===== config.mk =====
export PLATFORM = sky130hd
export DESIGN_NAME = write_cmd_arbiter
export DESIGN_NICKNAME = d
export VERILOG_FILES = /design/src/rtl/write_cmd_arbiter.sv
export SDC_FILE = /design/constraint.sdc
export NUM_CORES = 1
export LEC_CHECK = 0
export ABC_AREA = 1
export CAP_MARGIN = 20
export CORE_ASPECT_RATIO = 0.9
export CORE_UTILIZATION = 40
export DETAILED_ROUTE_END_ITERATION = 8
export PLACE_DENSITY = 0.71
export SETUP_SLACK_MARGIN = 0.5
export SYNTH_ARGS = -nofsm -noshare
export SYNTH_HDL_FRONTEND = slang
export SYNTH_SLANG_ARGS = --single-unit

===== constraint.sdc =====
create_clock -name clk -period 1.9 [get_ports clk]
set_input_delay 0.38 -clock clk [delete_from_list [all_inputs] [get_ports clk]]
set_output_delay 0.38 -clock clk [all_outputs]
set_load 0.02 [all_outputs]

===== src/rtl/write_cmd_arbiter.sv =====
// Round-robin arbiter merging NUM_SRC write-command streams into one output.
// Packets are atomic per grant; the output is registered through a 2-entry buffer.
module write_cmd_arbiter #(
    parameter  int NUM_SRC    = 2,
    parameter  int DATA_WIDTH = 96,
    parameter  int CNT_WIDTH  = 16,
    localparam int IDW        = $clog2(NUM_SRC)
) (
    input  logic                          clk,
    input  logic                          reset_n,
    input  logic [NUM_SRC-1:0]            s_tvalid,
    output logic [NUM_SRC-1:0]            s_tready,
    input  logic [NUM_SRC*DATA_WIDTH-1:0] s_tdata,
    input  logic [NUM_SRC-1:0]            s_tlast,
    output logic                          m_tvalid,
    input  logic                          m_tready,
    output logic [DATA_WIDTH-1:0]         m_tdata,
    output logic                          m_tlast,
    output logic [IDW-1:0]                grant_id,
    output logic                          busy,
    input  logic                          clr_counts,
    output logic [NUM_SRC*CNT_WIDTH-1:0]  pkt_count
);

    typedef enum logic {
        ST_IDLE,
        ST_GRANT
    } state_t;

    state_t         r_state, w_state_nxt;
    logic [IDW-1:0] r_grant_id, w_grant_id_nxt;
    logic [IDW-1:0] r_rr_ptr, w_rr_ptr_nxt;
    logic           r_busy, w_busy_nxt;

    logic                  w_req_found;
    logic [IDW-1:0]        w_req_idx;
    logic                  w_beat_valid;
    logic                  w_beat_last;
    logic [DATA_WIDTH-1:0] w_beat_data;
    logic                  w_room;
    logic                  w_accept;
    logic                  w_pkt_done;
    logic                  w_pop;

    logic [DATA_WIDTH:0]   r_mem [2];
    logic                  r_wr_ptr;
    logic                  r_rd_ptr;
    logic [1:0]            r_buf_count;
    logic [CNT_WIDTH-1:0]  r_cnt [NUM_SRC];

    // Search for the first requester starting at r_rr_ptr, wrapping past NUM_SRC-1.
    always_comb begin
        int idx;
        w_req_found = 1'b0;
        w_req_idx   = '0;
        for (int k = 0; k < NUM_SRC; k++) begin
            idx = int'(r_rr_ptr) + k;
            if (idx >= NUM_SRC) idx = idx - NUM_SRC;
            if (!w_req_found && s_tvalid[idx]) begin
                w_req_found = 1'b1;
                w_req_idx   = IDW'(idx);
            end
        end
    end

    always_comb begin
        w_beat_valid = 1'b0;
        w_beat_last  = 1'b0;
        w_beat_data  = '0;
        for (int i = 0; i < NUM_SRC; i++) begin
            if (r_grant_id == IDW'(i)) begin
                w_beat_valid = s_tvalid[i];
                w_beat_last  = s_tlast[i];
                w_beat_data  = s_tdata[i*DATA_WIDTH +: DATA_WIDTH];
            end
        end
    end

    assign w_room     = (r_buf_count != 2'd2);
    assign w_accept   = (r_state == ST_GRANT) && w_beat_valid && w_room;
    assign w_pkt_done = w_accept && w_beat_last;
    assign w_pop      = (r_buf_count != 2'd0) && m_tready;

    always_comb begin
        s_tready = '0;
        for (int i = 0; i < NUM_SRC; i++) begin
            s_tready[i] = (r_state == ST_GRANT) && (r_grant_id == IDW'(i)) && w_room;
        end
    end

    // NOTE: every output of a combinational block gets a default first, so no path leaves it unassigned and infers a latch.
    always_comb begin
        w_state_nxt    = r_state;
        w_grant_id_nxt = r_grant_id;
        w_busy_nxt     = r_busy;
        w_rr_ptr_nxt   = r_rr_ptr;
        case (r_state)
            ST_IDLE: begin
                if (w_req_found) begin
                    w_state_nxt    = ST_GRANT;
                    w_grant_id_nxt = w_req_idx;
                    w_busy_nxt     = 1'b1;
                end
            end
            ST_GRANT: begin
                if (w_pkt_done) begin
                    w_state_nxt  = ST_IDLE;
                    w_busy_nxt   = 1'b0;
                    w_rr_ptr_nxt = (r_grant_id == IDW'(NUM_SRC-1)) ? '0 : r_grant_id + 1'b1;
                end
            end
            default: w_state_nxt = ST_IDLE;
        endcase
    end

    // NOTE: sequential state uses non-blocking assignments so every register samples pre-edge values.
    always_ff @(posedge clk or negedge reset_n) begin
        if (!reset_n) begin
            r_state    <= ST_IDLE;
            r_grant_id <= '0;
            r_busy     <= 1'b0;
            r_rr_ptr   <= '0;
        end else begin
            r_state    <= w_state_nxt;
            r_grant_id <= w_grant_id_nxt;
            r_busy     <= w_busy_nxt;
            r_rr_ptr   <= w_rr_ptr_nxt;
        end
    end

    // NOTE: the two buffer entries are reset because the head entry drives m_tdata/m_tlast, which must read 0 out of reset.
    always_ff @(posedge clk or negedge reset_n) begin
        if (!reset_n) begin
            r_mem[0]    <= '0;
            r_mem[1]    <= '0;
            r_wr_ptr    <= 1'b0;
            r_rd_ptr    <= 1'b0;
            r_buf_count <= 2'd0;
        end else begin
            if (w_accept) begin
                r_mem[r_wr_ptr] <= {w_beat_last, w_beat_data};
                r_wr_ptr        <= ~r_wr_ptr;
            end
            if (w_pop) r_rd_ptr <= ~r_rd_ptr;
            case ({w_accept, w_pop})
                2'b10:   r_buf_count <= r_buf_count + 2'd1;
                2'b01:   r_buf_count <= r_buf_count - 2'd1;
                default: r_buf_count <= r_buf_count;
            endcase
        end
    end

    assign m_tvalid = (r_buf_count != 2'd0);
    assign m_tdata  = r_mem[r_rd_ptr][DATA_WIDTH-1:0];
    assign m_tlast  = r_mem[r_rd_ptr][DATA_WIDTH];
    assign grant_id = r_grant_id;
    assign busy     = r_busy;

    // Clear takes priority over a coincident increment; counters stick at all-ones.
    always_ff @(posedge clk or negedge reset_n) begin
        if (!reset_n) begin
            for (int i = 0; i < NUM_SRC; i++) r_cnt[i] <= '0;
        end else if (clr_counts) begin
            for (int i = 0; i < NUM_SRC; i++) r_cnt[i] <= '0;
        end else begin
            for (int i = 0; i < NUM_SRC; i++) begin
                if (w_pkt_done && (r_grant_id == IDW'(i)) && (r_cnt[i] != '1)) begin
                    r_cnt[i] <= r_cnt[i] + 1'b1;
                end
            end
        end
    end

    for (genvar gi = 0; gi < NUM_SRC; gi++) begin : g_cnt
        assign pkt_count[gi*CNT_WIDTH +: CNT_WIDTH] = r_cnt[gi];
    end

endmodule


# Word-level counts from Yosys, hierarchy flattened
# Cells that the tools add are included.
[op_classes] add_sub_neg=8 order_cmp=7 eq_ne=7 muxes=32 bitwise_logic=6 n_reduce_logical=22
[op_table] op="$mux W97" n=4
[op_table] op="$bwmux W194" n=1
[op_table] op="$demux W97 S1" n=1
[op_table] op="$mux W32" n=3
[op_table] op="$mux W96" n=1
[op_table] op="$lt A32 B3 Y1 const B" n=2
[op_table] op="$add A16 B1 Y16 const B" n=2
[op_table] op="$mux W16" n=2
[op_table] op="$ne A16 B16 Y1 const B" n=2
[op_table] op="$mux W1" n=17
[op_table] op="$logic_and A1 B1 Y1" n=14
[op_table] op="$reduce_bool A2 Y1" n=4
[op_table] op="$ge A2 B2 Y1 const B" n=3
[op_table] op="$reduce_and A2 Y1" n=3
[op_table] op="$ne A2 B2 Y1 const B" n=2
[op_table] op="$not A1 Y1" n=4
[op_table] op="$not A1 Y2" n=2
[op_table] op="$pmux W1 S2" n=2
[op_table] op="$pmux W2 S2" n=1
[op_table] op="$sub A1 B2 Y3 const B" n=1
[op_table] op="$sub A2 B2 Y3 const B" n=1
[op_table] op="$add A1 B1 Y2 const B" n=1
[op_table] op="$add A2 B1 Y2 const B" n=1
[op_table] op="$eq A2 B1 Y1 const B" n=1
[op_table] op="other kinds (7)" n=7
[totals] elab_cells=93 ff_bits=234 output_inout_bits=134 input_bits=200

# Logic depth before layout (Yosys ltp)
[logic_depth] depth_word=11 ltp_mapped=11 depth_no_buf=10

# Least setup slack after synthesis
# No wires, ideal clock.
[synth_timing] path_type="register to register" start="register r_grant_id (netlist: grant_id)" end="register r_buf_count[1]" arrival_ps=1930 path_slack_ps=-160 stages_incl_launch_ff=12 required_time_ps=1769 n_path_buf=3 period_less_slack_ps=2060 setup_ps=131 cell_sequence="dfrtp_1 inv_2 nand2_1 nand2_1 nand3_1 buf_4 buf_2 buf_4 ha_1 a21oi_1 o21ai_0 xor2_1"
[synth_between] elab_chain_len=5 word_cells_on_any_way=7 classes_between="eq/ne: 2; mux: 2; reduce/logical: 3"
[synth_rtl] item="from (decl)" line_no="31" source="logic [IDW-1:0] r_grant_id, w_grant_id_nxt;"
[synth_rtl] item="from (signal assigned)" line_no="125" source="r_grant_id <= w_grant_id_nxt;"
[synth_rtl] item="$mux W1 (*)" line_no="71" source="if (r_grant_id == IDW'(i)) begin"
[synth_rtl] item="$logic_and A1 B1 Y1 (*) (2 in a row)" line_no="80" source="assign w_accept = (r_state == ST_GRANT) && w_beat_valid && w_room;"
[synth_rtl] item="$eq A2 B1 Y1 or $eq A2 B2 Y1 (tied branches)" line_no="145" source="case ({w_accept, w_pop})"
[synth_rtl] item="$pmux W2 S2 or $reduce_bool A2 Y1 (tied branches)"
[synth_rtl] item="to (signal assigned)" line_no="146" source="2'b10: r_buf_count <= r_buf_count + 2'd1;"
[synth_rtl] item="to (signal assigned)" line_no="147" source="2'b01: r_buf_count <= r_buf_count - 2'd1;"
[synth_rtl] item="to (signal assigned)" line_no="148" source="default: r_buf_count <= r_buf_count;"
[synth_rtl] item="to (decl)" line_no="48" source="logic [1:0] r_buf_count;"
# Every way passes the cells marked *; elsewhere a longest branch is shown, timed or not.
# A chain may end at the register's enable or synchronous reset.

# Final worst setup path
[layout_timing] start="register r_rd_ptr" end="output m_tdata[57]"
[layout_between] elab_chain_len=4
[layout_rtl] item="from (decl)" line_no="47" source="logic r_rd_ptr;"
[layout_rtl] item="from (signal assigned)" line_no="144" source="if (w_pop) r_rd_ptr <= ~r_rd_ptr;"
[layout_rtl] item="$not A1 Y2 (not written as such)" line_no="154" source="assign m_tdata = r_mem[r_rd_ptr][DATA_WIDTH-1:0];"
[layout_rtl] item="$mux W97 (3 in a row)"
[layout_rtl] item="to (decl)" line_no="17" source="output logic [DATA_WIDTH-1:0] m_tdata,"
# No other way between the ends. The select of a mux whose other input is x is not followed.

==> impl_metrics.ini <==
[global_routing]
grt_pass1_wl_mm = 65.8
gr-usage-all-layers_pct = 26.7
first_global_vias = 12700
antenna_found_initial = 0
grt_max_degree = 87
globalRoute.totalOverflow = 0

[clock_network]
insertion_delay_ns = 0.55
clock_path_buffers = 3
cts.sinks = 234
ctsRootBufferMaster = clkbuf_16
numCtsBuffers = 27
tritoncts = built
clk_pin_slew_worst_paths_ns = 0.06
htreeDepth = 1

[sta]
tightest_slew_ns = 0.620
rsz0062_at_grt = yes
fin_crit_ns = 2.38
setup_ws_ns = -0.484
max-slew-margin-rel_pct = 58.7
drv_slew = 0
fin_crit_sh_pct = 125
hold_viol_final = 0
fin_worst_skew_ns = 0.0222
fmax_ghz = 0.419
setup_violations = 147

[status]
outcome = complete, but fails checks
violations = negative setup slack

[worst_setup_path]
critPathCapture = m_tdata[57]
crit_path_start = r_rd_ptr$_DFFE_PN0P_
reg2reg_to = r_buf_count[1]$_DFFE_PN0P_
path_class = flip-flop to output pin
cp.required_ns = 1.52
r2r-start = grant_id$_DFFE_PN0P_
critPathArrivalTime_ns = 2.00
crit_fanout = 6
r2r_slack_ns = -0.07
cp-end-kind = output pin
ff2ff_path_depth = 11
start_kind = flip-flop

[route]
wl_per_cell_um = 19.4
wl_met2_mm = 25.0
via_count = 13900
drcViolationCount = 0
vias_per_cell = 5.31
final_antenna_net_count = 0
drtPass1Iterations = 5
drt-met1-wl_mm = 19.9
routed_wl_mm = 50.7
wl_met3_mm = 4.01
top_layer_used = met4
first_iter_violations = 1089

[power_and_ir_drop]
p_clk_share_pct = 13.3
power_frac_seq_pct = 20.9
powerDensity_mw_per_mm2 = 1750
leakage_nw = 10.9
p_int_mw = 21.8
p_switching_mw = 17.5
netSwitchingFraction_pct = 44.6
vdd_drop_max_uv = 1290
p_total_mw = 39.3
pwr-share-comb_pct = 65.8

[synthesis]
syn_area_mm2 = 0.0121
synth.most_common_cell = nand2_1
synth_edf_count = 0
synth_area_leaders = dfrtp_1 (48%), nand2_1 (24%), o21ai_0 (13%)
async_reset_ff_share_pct = 100
yosysWarnings = 0
synth_fp_nets = 1904
synth_seq_cells = 234
synth_flop_cell = dfrtp_1
synth.top_cell.area_share_pct = 48.4
yosysUniqueCellTypes = 26
synth_common_cells = nand2_1 (781), o21ai_0 (303), dfrtp_1 (234)
synth.avg_cell_area_um2 = 7.12
synth_cells = 1701
seq_area_frac_synth_pct = 48.4
yosysTopAreaCell = dfrtp_1

[floorplan]
io_pins = 334
core-area_mm2 = 0.0298
die_w_um = 185
start_util_pct = 40.6
die_area_mm2 = 0.0310
fp.dieH_um = 167
fp-row-count = 60

[job]
drv_cap = 0

[final_layout]
n_fill_cell = 1929
diodes = 0
final_layout_size_suffix_gt1_share_pct = 41.2
multi_input_area_mm2 = 0.00771
regArea_mm2 = 0.00589
syn_to_final_growth_pct = 85.8
nNetsFinal = 2403

[placed_design]
hpwl_mm = 25.3
gp_congestion = 0.857
dp_slack_ns = -0.209
io_buffers = 333

[min_path]
min_path_type = input pin to async pin
-- per-layer routing --
| metal | global-route usage (%) | up-vias |
|---|---|---|
| met2 | 45.1 | 642 |
| met4 | 6.29 | 0 |
| met5 | 0 | - |
| li1 | - | 6391 |
| met1 | 34.8 | 6723 |
| met3 | 5.38 | 155 |
-- state kept, by name (all words and copies together) (netlist names) --
name	cells
r_state	1
r_buf_count	2
r_mem	194
r_wr_ptr	1
r_rd_ptr	1
pkt_count	32
grant_id	1
r_rr_ptr	1
busy	1
-- final cells by class --
type,count,area share (%)
sequential,234,26.2
multi-input combinational,1231,34.3
tap,403,2.24
timing repair buffer,568,31.0
clock buffer,44,3.69
inverter,138,2.34
clock inverter,4,0.217
-- kinds of logic after synthesis --
family / share of synthesized area, %
adders and majority gates: 0.310
buffers and inverters: 8.02
DFF: 48.4
AOI/OAI and AO/OA: 12.9
and+or+nand+nor: 29.4
xor gates and xnor gates: 1.01
-- worst min-delay path by stage --
stage	from	endpoint	slack, ns	cells after the start
after floorplan	reset_n	busy$_DFFE_PN0P_	0.08	0
after global placement	reset_n	pkt_count[23]$_DFFE_PN0P_	0.39	1
after detailed placement	reset_n	pkt_count[23]$_DFFE_PN0P_	0.40	1
after CTS	reset_n	pkt_count[23]$_DFFE_PN0P_	0.43	2
after global routing	reset_n	pkt_count[18]$_DFFE_PN0P_	0.45	2
final	reset_n	pkt_count[23]$_DFFE_PN0P_	0.39	2
-- per-stage QoR --
stage | TNS, ns | area (um2) | cells | utilization (%) | hold slack (ns)
after global routing | -33.92 | 22500 | 2622 | 75.5 | 0.450
after detailed placement | -24.56 | 17100 | 2402 | 57.3 | 0.400
after floorplan | 0 | 13100 | 1701 | - | 0.0844
final | -27.88 | 22500 | 2622 | 75.5 | 0.393
after CTS | -25.95 | 19700 | 2549 | 66.1 | 0.427
after global placement | -18.27 | 17100 | 2402 | 57.3 | 0.390
-- power groups by stage --
| stage | Combinational [mW] | Sequential (mW) | Clock (mW) |
|---|---|---|---|
| 2_1_floorplan | 10.1 | 7.72 | 0 |
| 5_1_grt | 27.2 | 8.34 | 5.48 |
| 3_3_place_gp | 16.0 | 7.86 | 0 |
| 6_report | 25.9 | 8.20 | 5.24 |
| 3_5_place_dp | 16.3 | 7.95 | 0 |
| 4_1_cts | 19.8 | 7.97 | 5.23 |
-- cells in the final DEF (no fill, tap or decap), drive strengths merged --
cell,n
a21oi,2
buf,336
bufinv,1
clkbuf,76
clkdlybuf4s15,1
clkdlybuf4s50,198
clkinv,3
dfrtp,234
dlygate4sd3,1
ha,3
inv,138
nand2,787
nand3,43
nand3b,3
nand4,18
nor2,46
nor3,4
o21a,1
o21ai,309
or2,1
xnor2,5
xor2,9
-- critical path: stages (launching register included) --
cell and delay (ns):
dfrtp_4 0.52, buf_6 0.14, buf_12 0.13, buf_8 0.12, buf_8 0.13, clkbuf_16 0.16, o21ai_4 0.14, buf_6 0.13
-- timing repair --
action                                 4_1_cts  5_1_grt
resized for setup                          908      574
setup buffers                               79       30
gates cloned                                19       43
pin swaps                                   26       76
endpoints found under the hold margin       55        0
setup endpoints to repair                  365      366
hold buffers                                 1        0
Power figures use the tool's default switching activity.
